**config.mk**
```make
export PLATFORM = sky130hd
export DESIGN_NAME = coin_change_dispenser_flat
export DESIGN_NICKNAME = d
export VERILOG_FILES = /design/src/rtl/coin_change_dispenser_if.sv /design/src/rtl/coin_change_dispenser.sv /design/src/flat_wrapper.sv
export SDC_FILE = /design/constraint.sdc
export NUM_CORES = 1
export LEC_CHECK = 0
export CORE_UTILIZATION = 50
export CTS_CLUSTER_SIZE = 20
export DETAILED_ROUTE_END_ITERATION = 16
export GPL_TIMING_DRIVEN = 0
export PLACE_DENSITY_LB_ADDON = 0.2
export SLEW_MARGIN = 10
export SYNTH_ARGS = -nofsm -noshare
export SYNTH_HDL_FRONTEND = slang
export SYNTH_SLANG_ARGS = --single-unit
```
**constraint.sdc**
```tcl
create_clock -name clock -period 4.1 [get_ports clock]
set_input_delay 0.41 -clock clock [delete_from_list [all_inputs] [get_ports clock]]
set_output_delay 0.41 -clock clock [all_outputs]
set_load 0.02 [all_outputs]
```
**src/rtl/coin_change_dispenser_if.sv**
```systemverilog
// Handshake bundle between the game FSM / coin hopper and coin_change_dispenser.
// The inventory signals exist only when COIN_INVENTORY_EN is defined.
interface coin_change_dispenser_if #(
  parameter int unsigned AMT_W = 6
);
  logic             RefundReq;
  logic [AMT_W-1:0] RefundAmt;
  logic             CoinValid;
  logic [1:0]       CoinValue;
  logic             CoinTaken;
  logic             Busy;
  logic             Done;
  logic [AMT_W-1:0] Remaining;
`ifdef COIN_INVENTORY_EN
  logic             RestockEn;
  logic [1:0]       RestockCoin;
  logic [3:0]       RestockCnt;
  logic             Shortfall;

  // Requester / coin consumer side
  modport master (
    output RefundReq, RefundAmt, CoinTaken, RestockEn, RestockCoin, RestockCnt,
    input  CoinValid, CoinValue, Busy, Done, Remaining, Shortfall
  );

  // Dispenser side
  modport slave (
    input  RefundReq, RefundAmt, CoinTaken, RestockEn, RestockCoin, RestockCnt,
    output CoinValid, CoinValue, Busy, Done, Remaining, Shortfall
  );
`else
  // Requester / coin consumer side
  modport master (
    output RefundReq, RefundAmt, CoinTaken,
    input  CoinValid, CoinValue, Busy, Done, Remaining
  );

  // Dispenser side
  modport slave (
    input  RefundReq, RefundAmt, CoinTaken,
    output CoinValid, CoinValue, Busy, Done, Remaining
  );
`endif
endinterface

```
**src/rtl/coin_change_dispenser.sv**
```systemverilog
// Coin change dispenser: pays a refund amount out greedily (largest coin first),
// one coin per CoinValid/CoinTaken handshake.
// Coin codes: 01 circle, 10 triangle, 11 pentagon.
// Optional macro COIN_INVENTORY_EN adds per-coin 4-bit stock counts, restocking
// and a Shortfall flag when the remaining credit cannot be paid from stock.
module coin_change_dispenser #(
  parameter int unsigned AMT_W        = 6,
  parameter int unsigned VAL_CIRCLE   = 1,
  parameter int unsigned VAL_TRIANGLE = 3,
  parameter int unsigned VAL_PENTAGON = 5
) (
  input logic                    clock,
  input logic                    reset,
  coin_change_dispenser_if.slave bus
);

  localparam logic [1:0] ST_IDLE    = 2'd0;
  localparam logic [1:0] ST_SELECT  = 2'd1;
  localparam logic [1:0] ST_PRESENT = 2'd2;
  localparam logic [1:0] ST_FINISH  = 2'd3;

  localparam logic [AMT_W-1:0] AMT_CIRCLE   = AMT_W'(VAL_CIRCLE);
  localparam logic [AMT_W-1:0] AMT_TRIANGLE = AMT_W'(VAL_TRIANGLE);
  localparam logic [AMT_W-1:0] AMT_PENTAGON = AMT_W'(VAL_PENTAGON);

  logic [1:0]       state_q, state_d;
  logic [AMT_W-1:0] remaining_q, remaining_d;
  logic [1:0]       coin_q, coin_d;
  logic [AMT_W-1:0] coin_val;
  logic [AMT_W-1:0] remaining_after;
  logic             has_circle, has_triangle, has_pentagon;
  logic             pick_ok;
  logic [1:0]       pick_code;
  logic             take;

  assign take            = (state_q == ST_PRESENT) && bus.CoinTaken;
  assign remaining_after = remaining_q - coin_val;

`ifdef COIN_INVENTORY_EN
  logic [3:0] stock_c_q, stock_t_q, stock_p_q;
  logic       short_q;

  assign has_circle   = (stock_c_q != 4'd0);
  assign has_triangle = (stock_t_q != 4'd0);
  assign has_pentagon = (stock_p_q != 4'd0);

  // Stock counts: restock only while idle, decrement on every taken coin
  always_ff @(posedge clock or posedge reset) begin
    if (reset) begin
      stock_c_q <= 4'd0;
      stock_t_q <= 4'd0;
      stock_p_q <= 4'd0;
    end else if (state_q == ST_IDLE && bus.RestockEn) begin
      case (bus.RestockCoin)
        2'b01:   stock_c_q <= bus.RestockCnt;
        2'b10:   stock_t_q <= bus.RestockCnt;
        2'b11:   stock_p_q <= bus.RestockCnt;
        default: ;
      endcase
    end else if (take) begin
      case (coin_q)
        2'b01:   stock_c_q <= stock_c_q - 4'd1;
        2'b10:   stock_t_q <= stock_t_q - 4'd1;
        2'b11:   stock_p_q <= stock_p_q - 4'd1;
        default: ;
      endcase
    end
  end

  // Shortfall flag: set when SELECT finds no usable coin, cleared after FINISH
  always_ff @(posedge clock or posedge reset) begin
    if (reset) begin
      short_q <= 1'b0;
    end else if (state_q == ST_SELECT && !pick_ok) begin
      short_q <= 1'b1;
    end else if (state_q == ST_FINISH) begin
      short_q <= 1'b0;
    end
  end

  assign bus.Shortfall = (state_q == ST_FINISH) && short_q;
`else
  // Unlimited stock
  assign has_circle   = 1'b1;
  assign has_triangle = 1'b1;
  assign has_pentagon = 1'b1;
`endif

  // Credit value of the currently held coin
  always_comb begin
    coin_val = AMT_CIRCLE;
    unique case (coin_q)
      2'b11:   coin_val = AMT_PENTAGON;
      2'b10:   coin_val = AMT_TRIANGLE;
      default: coin_val = AMT_CIRCLE;
    endcase
  end

  // Greedy choice: largest available coin that still fits the remaining credit
  always_comb begin
    pick_ok   = 1'b1;
    pick_code = 2'b01;
    if (has_pentagon && remaining_q >= AMT_PENTAGON) begin
      pick_code = 2'b11;
    end else if (has_triangle && remaining_q >= AMT_TRIANGLE) begin
      pick_code = 2'b10;
    end else if (has_circle && remaining_q >= AMT_CIRCLE) begin
      pick_code = 2'b01;
    end else begin
      pick_ok = 1'b0;
    end
  end

  // Next-state logic for the dispense sequence
  always_comb begin
    state_d     = state_q;
    remaining_d = remaining_q;
    coin_d      = coin_q;
    unique case (state_q)
      ST_IDLE: begin
        if (bus.RefundReq) begin
          remaining_d = bus.RefundAmt;
          state_d     = (bus.RefundAmt == '0) ? ST_FINISH : ST_SELECT;
        end
      end
      ST_SELECT: begin
        if (pick_ok) begin
          coin_d  = pick_code;
          state_d = ST_PRESENT;
        end else begin
          // Out of usable stock: unpaid credit stays in Remaining
          state_d = ST_FINISH;
        end
      end
      ST_PRESENT: begin
        if (bus.CoinTaken) begin
          remaining_d = remaining_after;
          state_d     = (remaining_after == '0) ? ST_FINISH : ST_SELECT;
        end
      end
      default: begin
        state_d = ST_IDLE;
      end
    endcase
  end

  // State registers; async reset discards any pending refund
  always_ff @(posedge clock or posedge reset) begin
    if (reset) begin
      state_q     <= ST_IDLE;
      remaining_q <= '0;
      coin_q      <= 2'b00;
    end else begin
      state_q     <= state_d;
      remaining_q <= remaining_d;
      coin_q      <= coin_d;
    end
  end

  // Outputs decode directly from state so reset drops CoinValid immediately
  always_comb begin
    bus.CoinValid = (state_q == ST_PRESENT);
    bus.CoinValue = (state_q == ST_PRESENT) ? coin_q : 2'b00;
    bus.Busy      = (state_q == ST_SELECT) || (state_q == ST_PRESENT);
    bus.Done      = (state_q == ST_FINISH);
    bus.Remaining = remaining_q;
  end

endmodule

```
**src/flat_wrapper.sv**
```systemverilog
// flat-port wrapper written by rule: the top's interface ports become plain ports
module coin_change_dispenser_flat 
#(
  parameter int unsigned AMT_W        = 6,
  parameter int unsigned VAL_CIRCLE   = 1,
  parameter int unsigned VAL_TRIANGLE = 3,
  parameter int unsigned VAL_PENTAGON = 5
)
  (clock, reset, bus_RefundReq, bus_RefundAmt, bus_CoinTaken, bus_CoinValid, bus_CoinValue, bus_Busy, bus_Done, bus_Remaining);
  coin_change_dispenser_if #(.AMT_W(AMT_W)) bus_i ();
  input logic clock;
  input logic reset;
  input wire logic [$bits(bus_i.RefundReq)-1:0] bus_RefundReq;
  input wire logic [$bits(bus_i.RefundAmt)-1:0] bus_RefundAmt;
  input wire logic [$bits(bus_i.CoinTaken)-1:0] bus_CoinTaken;
  output wire logic [$bits(bus_i.CoinValid)-1:0] bus_CoinValid;
  output wire logic [$bits(bus_i.CoinValue)-1:0] bus_CoinValue;
  output wire logic [$bits(bus_i.Busy)-1:0] bus_Busy;
  output wire logic [$bits(bus_i.Done)-1:0] bus_Done;
  output wire logic [$bits(bus_i.Remaining)-1:0] bus_Remaining;
  assign bus_i.RefundReq = bus_RefundReq;
  assign bus_i.RefundAmt = bus_RefundAmt;
  assign bus_i.CoinTaken = bus_CoinTaken;
  assign bus_CoinValid = bus_i.CoinValid;
  assign bus_CoinValue = bus_i.CoinValue;
  assign bus_Busy = bus_i.Busy;
  assign bus_Done = bus_i.Done;
  assign bus_Remaining = bus_i.Remaining;
  coin_change_dispenser #(.AMT_W(AMT_W), .VAL_CIRCLE(VAL_CIRCLE), .VAL_TRIANGLE(VAL_TRIANGLE), .VAL_PENTAGON(VAL_PENTAGON)) u_core (.clock(clock), .reset(reset), .bus(bus_i));
endmodule
```
======== Word level (Yosys, flattened, before mapping) ========
Index checks and enable logic that the tools add are counted.
word-level totals
  input bits .............................. 10
  word-level logic and storage cells ...... 38
  output and inout port bits .............. 11
  register bits ........................... 10
cells by class
  add/subtract/negate cells ............... 1
  reduce and logical (&&, ||, !) cells .... 8
  eq/ne operators ......................... 7
  mux-type cells .......................... 16
  magnitude comparators ................... 3
operators with widths
  operator                                             count
  2-to-1 mux 2 bit                                     7
  logical NOT 6 bit                                    2
  2-to-1 mux 6 bit                                     2
  case mux 6 bit (2 select lines)                      1
  equality test 2 bit, second input constant           4
  >= comparator 6 x 1 -> 1 bit, second input constant  1
  >= comparator 6 x 2 -> 1 bit, second input constant  1
  >= comparator 6 x 3 -> 1 bit, second input constant  1
  case mux 2 bit (3 select lines)                      1
  case mux 3 bit (2 select lines)                      1
  subtractor 6 x 3 -> 6 bit                            1
  2-to-1 mux 1 bit                                     4
  != test 2 bit, second input constant                 2
  AND reduction 2 bit                                  2
  AND reduction 3 bit                                  1
  equality test 2 x 1 -> 1 bit, second input constant  1
  logical NOT 2 bit                                    1
  nonzero test 2 bit                                   1
  logical OR 1 bit                                     1

======== Depth between registers and ports, before layout ========
Gate-level depths: netlist (run 1).
  word-level depth ........................ 7
  mapped depth ............................ 7
  depth with buffers taken out ............ 7

======== Worst setup path before layout (run 1) ========
No wires, ideal clock.
  path type ............................... flip-flop to flip-flop
  from .................................... register u_core.remaining_q[2], in the netlist u_core.bus.Remaining[2]
  to ...................................... register u_core.remaining_q[4], in the netlist u_core.bus.Remaining[4]
  setup time .............................. 0.077 ns
  data required time ...................... 4.023 ns
  slack ................................... 2.301 ns
  buffers on the path ..................... 0
  stages on the path, launching flop included .. 6
  clock period less this slack ............ 1.799 ns
  arrival time ............................ 1.723 ns
  cells stage by stage .................... dfrtp_1 ha_1 nor2b_1 or4_4 a31o_1 o21ai_2
between the ends
  longest elaborated chain between the ends .. 3
ends and longest elaborated chain
  element                          line                          text
  from (decl)                      coin_change_dispenser.sv:27   logic [AMT_W-1:0] remaining_q, remaining_d;
  from (signal assigned)           coin_change_dispenser.sv:155  remaining_q <= remaining_d;
  subtractor 6 x 3 -> 6 bit        coin_change_dispenser.sv:37   assign remaining_after = remaining_q - coin_val;
  2-to-1 mux 6 bit                 coin_change_dispenser.sv:136  if (bus.CoinTaken) begin
  case mux 6 bit (2 select lines)  coin_change_dispenser.sv:119  unique case (state_q)
Every way passes these cells. The select of a mux whose other input is x is not followed.
A chain may end at the register's enable or synchronous reset.

======== Final worst setup path (run 1) ========
  from .................................... register u_core.state_q[0]
  to ...................................... output bus_CoinValue[1]
between the ends
  longest elaborated chain between the ends .. 2
ends and longest elaborated chain
  element                 line                          text
  from (decl)             coin_change_dispenser.sv:26   logic [1:0] state_q, state_d;
  from (signal assigned)  coin_change_dispenser.sv:154  state_q <= state_d;
  equality test 2 bit     coin_change_dispenser.sv:163  bus.CoinValue = (state_q == ST_PRESENT) ? coin_q : 2'b00;
  2-to-1 mux 2 bit        coin_change_dispenser.sv:163
  to (decl)               flat_wrapper.sv:17            output wire logic [$bits(bus_i.CoinValue)-1:0] bus_CoinValue;
Every way passes these cells.

==> summary.md, run 1 <==
| Metric | Value |
|---|---|
| YS warnings | `0` |
| RSZ-0062 raised after global routing | `no` |
| Final hold violations | `0` |
| Initial Utilization | `57.2%` |
| Max stage delay on crit path | `0.59 ns` |
| Most frequent cell after synthesis | `nand2_1` |
| Register area share after synthesis | `31.6%` |
| Worst-path fanout max | `10` |
| CTS Buf Count | `3` |
| Design Area, Final | `1030 um2` |
| Final setup TNS | `0 ns` |
| CTS H-tree lvls | `1` |
| Critical-path top delay cell | `clkdlybuf4s50_1` |
| Vias/cell | `6.18` |
| Critical Path AT | `2.07 ns` |
| Clock root cell | `clkbuf_4` |
| Number of port buffers | `20` |
| Post-Synthesis Cells | `92` |
| Commonest register cell after synthesis | `dfrtp_1` |
| Final Hold Slack | `0.426 ns` |
| CP Cell Sequence | `inv_1 > ha_1 > buf_2 > and2_1 > clkdlybuf4s50_1` |
| Max Slew Vio Count | `0` |
| Routability congestion estimate | `0.841` |
| Max Freq | `403 MHz` |
| Synth async-reset ratio | `100%` |
| Register area | `250 um2` |
| Congestion Overflow GR | `0` |
| Synthesized area per cell | `8.60 um2` |
| Antenna violations before repair | `0` |
| Net Count, Synth | `110` |
| Antenna diodes | `0` |
| Post-DR wirelength/cell | `between 15 and 20 um` |
| Setup bufs post-CTS | `0` |
| Post-Syn Area | `between 700 and 800 um2` |
| # hold bufs at CTS | `0` |
| Drt first pass iters | `5` |
| Yosys cell types | `35` |
| Largest net degree at the start of global routing | `11` |
| Non-filler cells, final | `130` |
| Die ar. | `1740 um2` |
| Via count | `~800` |
| Top-area cell type share of the netlist area | `31.6%` |
| Hold WC Path Type | `input port to async pin` |
| Leak Pwr | `0.000447 uW` |
| Clock Pin Slew Worst Setup and Hold Paths | `0.07 ns` |
| Worst vdd ir | `0.000590 V` |
| Outcome | `completed` |
| WP data required | `3.69 ns` |
| Worst-Skew Late Latency | `about 0.27 ns` |
| Fraction of layout cells with a size suffix above 1 | `8.70%` |
| Critical path type | `flop to output pin` |
| DP HPWL | `about 1400 um` |
| Layout filler cell count | `116` |
| Syn-to-layout area delta | `30.5%` |
| Synth Register Bits | `10` |
| Final setup violation count | `0` |
| MaxCap Viol Count | `0` |
| Top-Level Pins | `21` |
| Post-CTS sizing | `0` |
| Footprint of the multi-input gates | `494 um2` |
| DIE HEIGHT | `41.8 um` |
| Final Core Density | `74.7%` |
| Synth area leaders | `dfrtp_1 32%, ha_1 11%, a21oi_1 5.7%` |
| Post-synth EDFFs | `0` |
| Clock Path Buffers | `2` |
| DP Area | `slightly above 1000 um2` |
| Most frequent cells after synthesis | `11 x nand2_1, 10 x dfrtp_1, 9 x a21oi_1, 8 x inv_1, 7 x ha_1` |
| Type of origin of the critical path | `flop` |
| CTS tree | `done` |
| Worst slew pin tran | `0.650 ns` |
| Cell Pwr Density | `just over 900 nW/um2` |
| Crit. End Element | `output pin` |
| ANT nets after route | `0` |
| GRT Total Usage | `24.5%` |
| Iter 0 DRT Violations | `20` |
| Max-slew headroom | `56.5%` |
| Leading area contributor after synthesis | `dfrtp_1` |
| Fin crit share | `60.6%` |
| Global-route wire length before repair | `3250 um` |
| Tmin final | `roughly 2.5 ns` |
| NumNets Final | `135` |
| Total Wirelength | `1970 um` |
| Site Rows | `13` |
| DRC viols | `0` |
| Core footprint | `1380 um2` |
| Fin Clk Skew | `a little over 0.004 ns` |
| Vias in the first global route | `~730` |
| Die W | `between 40 and 50 um` |
| Dpl cells | `127` |
| CTS Sinks | `10` |
-- power by group --
part	total, uW	switching, uW	internal, uW
logic	661	362	299
registers	214	65.8	148
clock network	70.7	36.7	34.0
-- area by class of cell --
cell class | instances | share of cell area (%)
multi-input combinational | 72 | 47.9
sequential | 10 | 24.2
timing repair buffer | 20 | 19.4
inverter | 8 | 2.91
clock buffer | 3 | 2.18
tap | 15 | 1.82
buffer | 2 | 1.58
-- worst max-delay path: cells and delay by family, from the launching register on --
family	cells	cell delay (ns)
fa+ha+maj	1	0.28
buf+inv	3	0.95
flops	1	0.41
simple gates	1	0.15
-- cells by family (layout without fill, tap and decap cells) --
| group | count (synthesis) | in the layout | share of synthesized area [%] |
|---|---|---|---|
| flip-flops | 10 | 10 | 31.6 |
| AND/OR/NAND/NOR | 32 | 32 | 20.7 |
| AO/OA/AOI/OAI | 29 | 29 | 24.4 |
| adder cells (fa/ha/maj) | 8 | 8 | 13.6 |
| XOR/XNOR | 1 | 1 | 1.11 |
| multiplexers | 2 | 2 | 2.69 |
| buffers and inverters | 10 | 33 | 5.85 |
-- final timing paths --
check,cells after the start,startpoint,to,slack [ns]
min,2,reset,u_core.coin_q[1],0.43
max reg2reg,5,u_core.bus.Remaining[2],u_core.bus.Remaining[4],2.26
max,5,u_core.state_q[0],bus_CoinValue[1],1.62
max in group asynchronous,2,reset,u_core.bus.Remaining[4],3.37
min in group clock,2,u_core.state_q[0],u_core.state_q[0],0.55
min reg2reg,2,u_core.state_q[0],u_core.state_q[0],0.55
-- cell usage in the layout, fill, tap and decap left out, drive strengths merged, types with 2 or more instances in the layout --
master / instances
and2: 2
clkdlybuf4s50: 20
a31o: 2
nand2: 11
o22ai: 2
inv: 8
o211ai: 2
o31ai: 2
nor4: 2
nor2: 5
buf: 2
dfrtp: 10
a21oi: 9
nand3: 2
nand2b: 3
ha: 7
clkbuf: 3
o21ai: 5
nor3: 3
-- sequential cells by signal (all words and copies together) (netlist names) --
register and cells:
u_core.bus.Remaining 6, u_core.coin_q 2, u_core.state_q 2
-- metrics by stage --
step	setup slack, ns	power [uW]
3_5_place_dp	1.91	861
4_1_cts	1.61	941
6_report	1.62	945
2_1_floorplan	2.30	659
3_3_place_gp	1.94	841
5_1_grt	1.53	1010
-- layer usage --
layer / share of wire [%] / vias to the layer above / global-route usage (%) / routed length, um
met3: 8.2 / 3 / 8.26 / 161
met2: 47 / 43 / 40.6 / 918
met5: 0 / - / 0 / 0
met1: 44 / 378 / 29.0 / 865
li1: - / 380 / - / -
met4: 1.1 / 0 / 9.68 / 22
Note: power is estimated with default switching activity, not from simulation.
==> inputs of run 2 (changes only) <==
--- a/config.mk
+++ b/config.mk
@@ -5,7 +5,7 @@
 export SDC_FILE = /design/constraint.sdc
 export NUM_CORES = 1
 export LEC_CHECK = 0
-export CORE_UTILIZATION = 50
+export CORE_UTILIZATION = 42
 export CTS_CLUSTER_SIZE = 20
 export DETAILED_ROUTE_END_ITERATION = 16
 export GPL_TIMING_DRIVEN = 0
==> constraint.sdc (replaced) <==
create_clock -name clock -period 2.23 [get_ports clock]
set_input_delay 0.223 -clock clock [delete_from_list [all_inputs] [get_ports clock]]
set_output_delay 0.223 -clock clock [all_outputs]
set_load 0.02 [all_outputs]
==> summary.md, run 2 (synthesized netlist as in run 1, its figures left out) <==
| Metric | Value |
|---|---|
| Clock Pin Slew Worst Setup and Hold Paths | `0.07 ns` |
| Cell Pwr Density | `between 1500 and 2000 nW/um2` |
| Worst r2r path cells | `6` |
| MaxCap Viol Count | `0` |
| Vias/cell | `around 5.6` |
| Initial Utilization | `between 40% and 50%` |
| ANT nets after route | `0` |
| Hold WC Path Type | `input port to async pin` |
| DP HPWL | `1500 um` |
| CTS Sinks | `10` |
| Antenna diodes | `0` |
| Syn-to-layout area delta | `33.4%` |
| Most frequent cells in the layout | `18 x clkdlybuf4s50_1, 11 x nand2_1, 10 x dfrtp_1` |
| Critical-path top delay cell | `or4b_1` |
| Global-route wire length before repair | `3130 um` |
| Max Freq | `537 MHz` |
| Clock root cell | `clkbuf_4` |
| Max Slew Vio Count | `0` |
| Largest net degree at the start of global routing | `11` |
| Leak Pwr | `~0.00048 uW` |
| DIE HEIGHT | `45.4 um` |
| Worst reg-to-reg setup slack | `0.37 ns` |
| Iter 0 DRT Violations | `18` |
| Final setup violation count | `0` |
| Tmin final | `1.86 ns` |
| Critical path type | `flop to flop` |
| Max-slew headroom | `between 50% and 60%` |
| # hold bufs at CTS | `0` |
| Congestion Overflow GR | `0` |
| Total Wirelength | `~1900 um` |
| NumNets Final | `135` |
| Routability congestion estimate | `about 0.86` |
| Worst-path fanout max | `5` |
| Worst-Skew Late Latency | `0.27 ns` |
| Worst slew pin tran | `0.726 ns` |
| CP Cell Sequence | `inv_1 > ha_1 > or4b_1 > nor4_1 > nor3_1 > a21oi_1` |
| WP data required | `2.42 ns` |
| Number of port buffers | `20` |
| Reg2reg end | `u_core.state_q[1]` |
| Levels on crit path | `6` |
| Max stage delay on crit path | `~0.47 ns` |
| Final Core Density | `between 60% and 70%` |
| Fin Clk Skew | `0.00521 ns` |
| Fraction of layout cells with a size suffix above 1 | `9.57%` |
| CTS Buf Count | `3` |
| Die ar. | `roughly 2100 um2` |
| Final hold violations | `0` |
| Final setup TNS | `0 ns` |
| Via count | `roughly 780` |
| Worst vdd ir | `around 0.00081 V` |
| Top-Level Pins | `21` |
| Type of origin of the critical path | `flop` |
| Fin crit share | `83.6%` |
| Antenna violations before repair | `0` |
| Commonest non-fill, non-tap cell in the layout | `clkdlybuf4s50_1` |
| Vias in the first global route | `703` |
| Largest register FFs | `6` |
| Core footprint | `about 1700 um2` |
| CTS H-tree lvls | `1` |
| DRC viols | `0` |
| Die W | `45.4 um` |
| Outcome | `completed` |
| RR Startpoint | `u_core.state_q[0]` |
| CP Buf/Inv Count | `1` |
| Clock Path Buffers | `2` |
| CP top delay family | `simple AND/OR/NAND/NOR gates` |
| Drt first pass iters | `4` |
| CTS tree | `done` |
| Crit. End Element | `flop` |
| GRT Total Usage | `21.0%` |
| Critical Path AT | `2.06 ns` |
| Site Rows | `15` |
| RSZ-0062 raised after global routing | `no` |
| Post-DR wirelength/cell | `13.7 um` |
run 2: cell types whose count changed in the layout (fill, tap and decap cells not counted), sizes merged:
cell / change
dlymetal6s2s: +2
clkdlybuf4s50: -2
run 2: area by class of cell:
class / instances / area [um2]
buffer: 2 / 18.8
clock buffer: 3 / 22.5
fill: 158 / 691
inverter: 8 / 30.0
multi-input combinational: 72 / 497
sequential: 10 / 250
tap: 25 / 31.3
timing repair buffer: 20 / 205
run 2: per-stage QoR:
| stage | cell area [um2] | instances | hold slack [ns] | power, uW | setup slack, ns |
|---|---|---|---|---|---|
| after detailed placement | 1020 | 137 | 0.542 | 1590 | 0.239 |
| after floorplan | 791 | 92 | 0.0632 | 1210 | 0.431 |
| after CTS | 1050 | 140 | 0.261 | 1730 | 0.00124 |
| after global placement | 1020 | 137 | 0.527 | 1560 | 0.257 |
| final | 1050 | 140 | 0.241 | 1720 | 0.367 |
| after global routing | 1050 | 140 | 0.300 | 1870 | 0.258 |
run 2: power by group:
group | switching [uW] | leakage [uW] | internal (uW)
logic | 657 | 0.000348 | 552
clock network | 63.3 | 0.0000138 | 62.4
registers | 114 | 0.000114 | 272
run 2: how the worst max path moves through the flow:
stage / slack [ns] / to / from
CTS: 0.001 / bus_CoinValue[1] / u_core.state_q[0]
floorplan: 0.43 / u_core.bus.Remaining[4] / u_core.bus.Remaining[2]
finish: 0.37 / u_core.state_q[1] / u_core.state_q[0]
global route: 0.26 / u_core.state_q[1] / u_core.state_q[0]
global placement: 0.26 / bus_CoinValue[1] / u_core.state_q[0]
detailed placement: 0.24 / bus_CoinValue[1] / u_core.state_q[0]
run 2: layer usage:
metal / global-route usage [%] / wire length (um) / up-vias
li1: - / - / 390
met5: 0 / 0 / -
met1: 29.1 / 880 / 367
met3: 3.57 / 65 / 4
met4: 5.45 / 21 / 0
met2: 33.7 / 946 / 18
run 2: timing repair:
action                                  in CTS  in global routing
gates resized for setup                      1                  3
endpoints found under the setup margin       2                  2
gates cloned                                 0                  0
buffers inserted                             0                  0
hold endpoints to repair                     0                  0
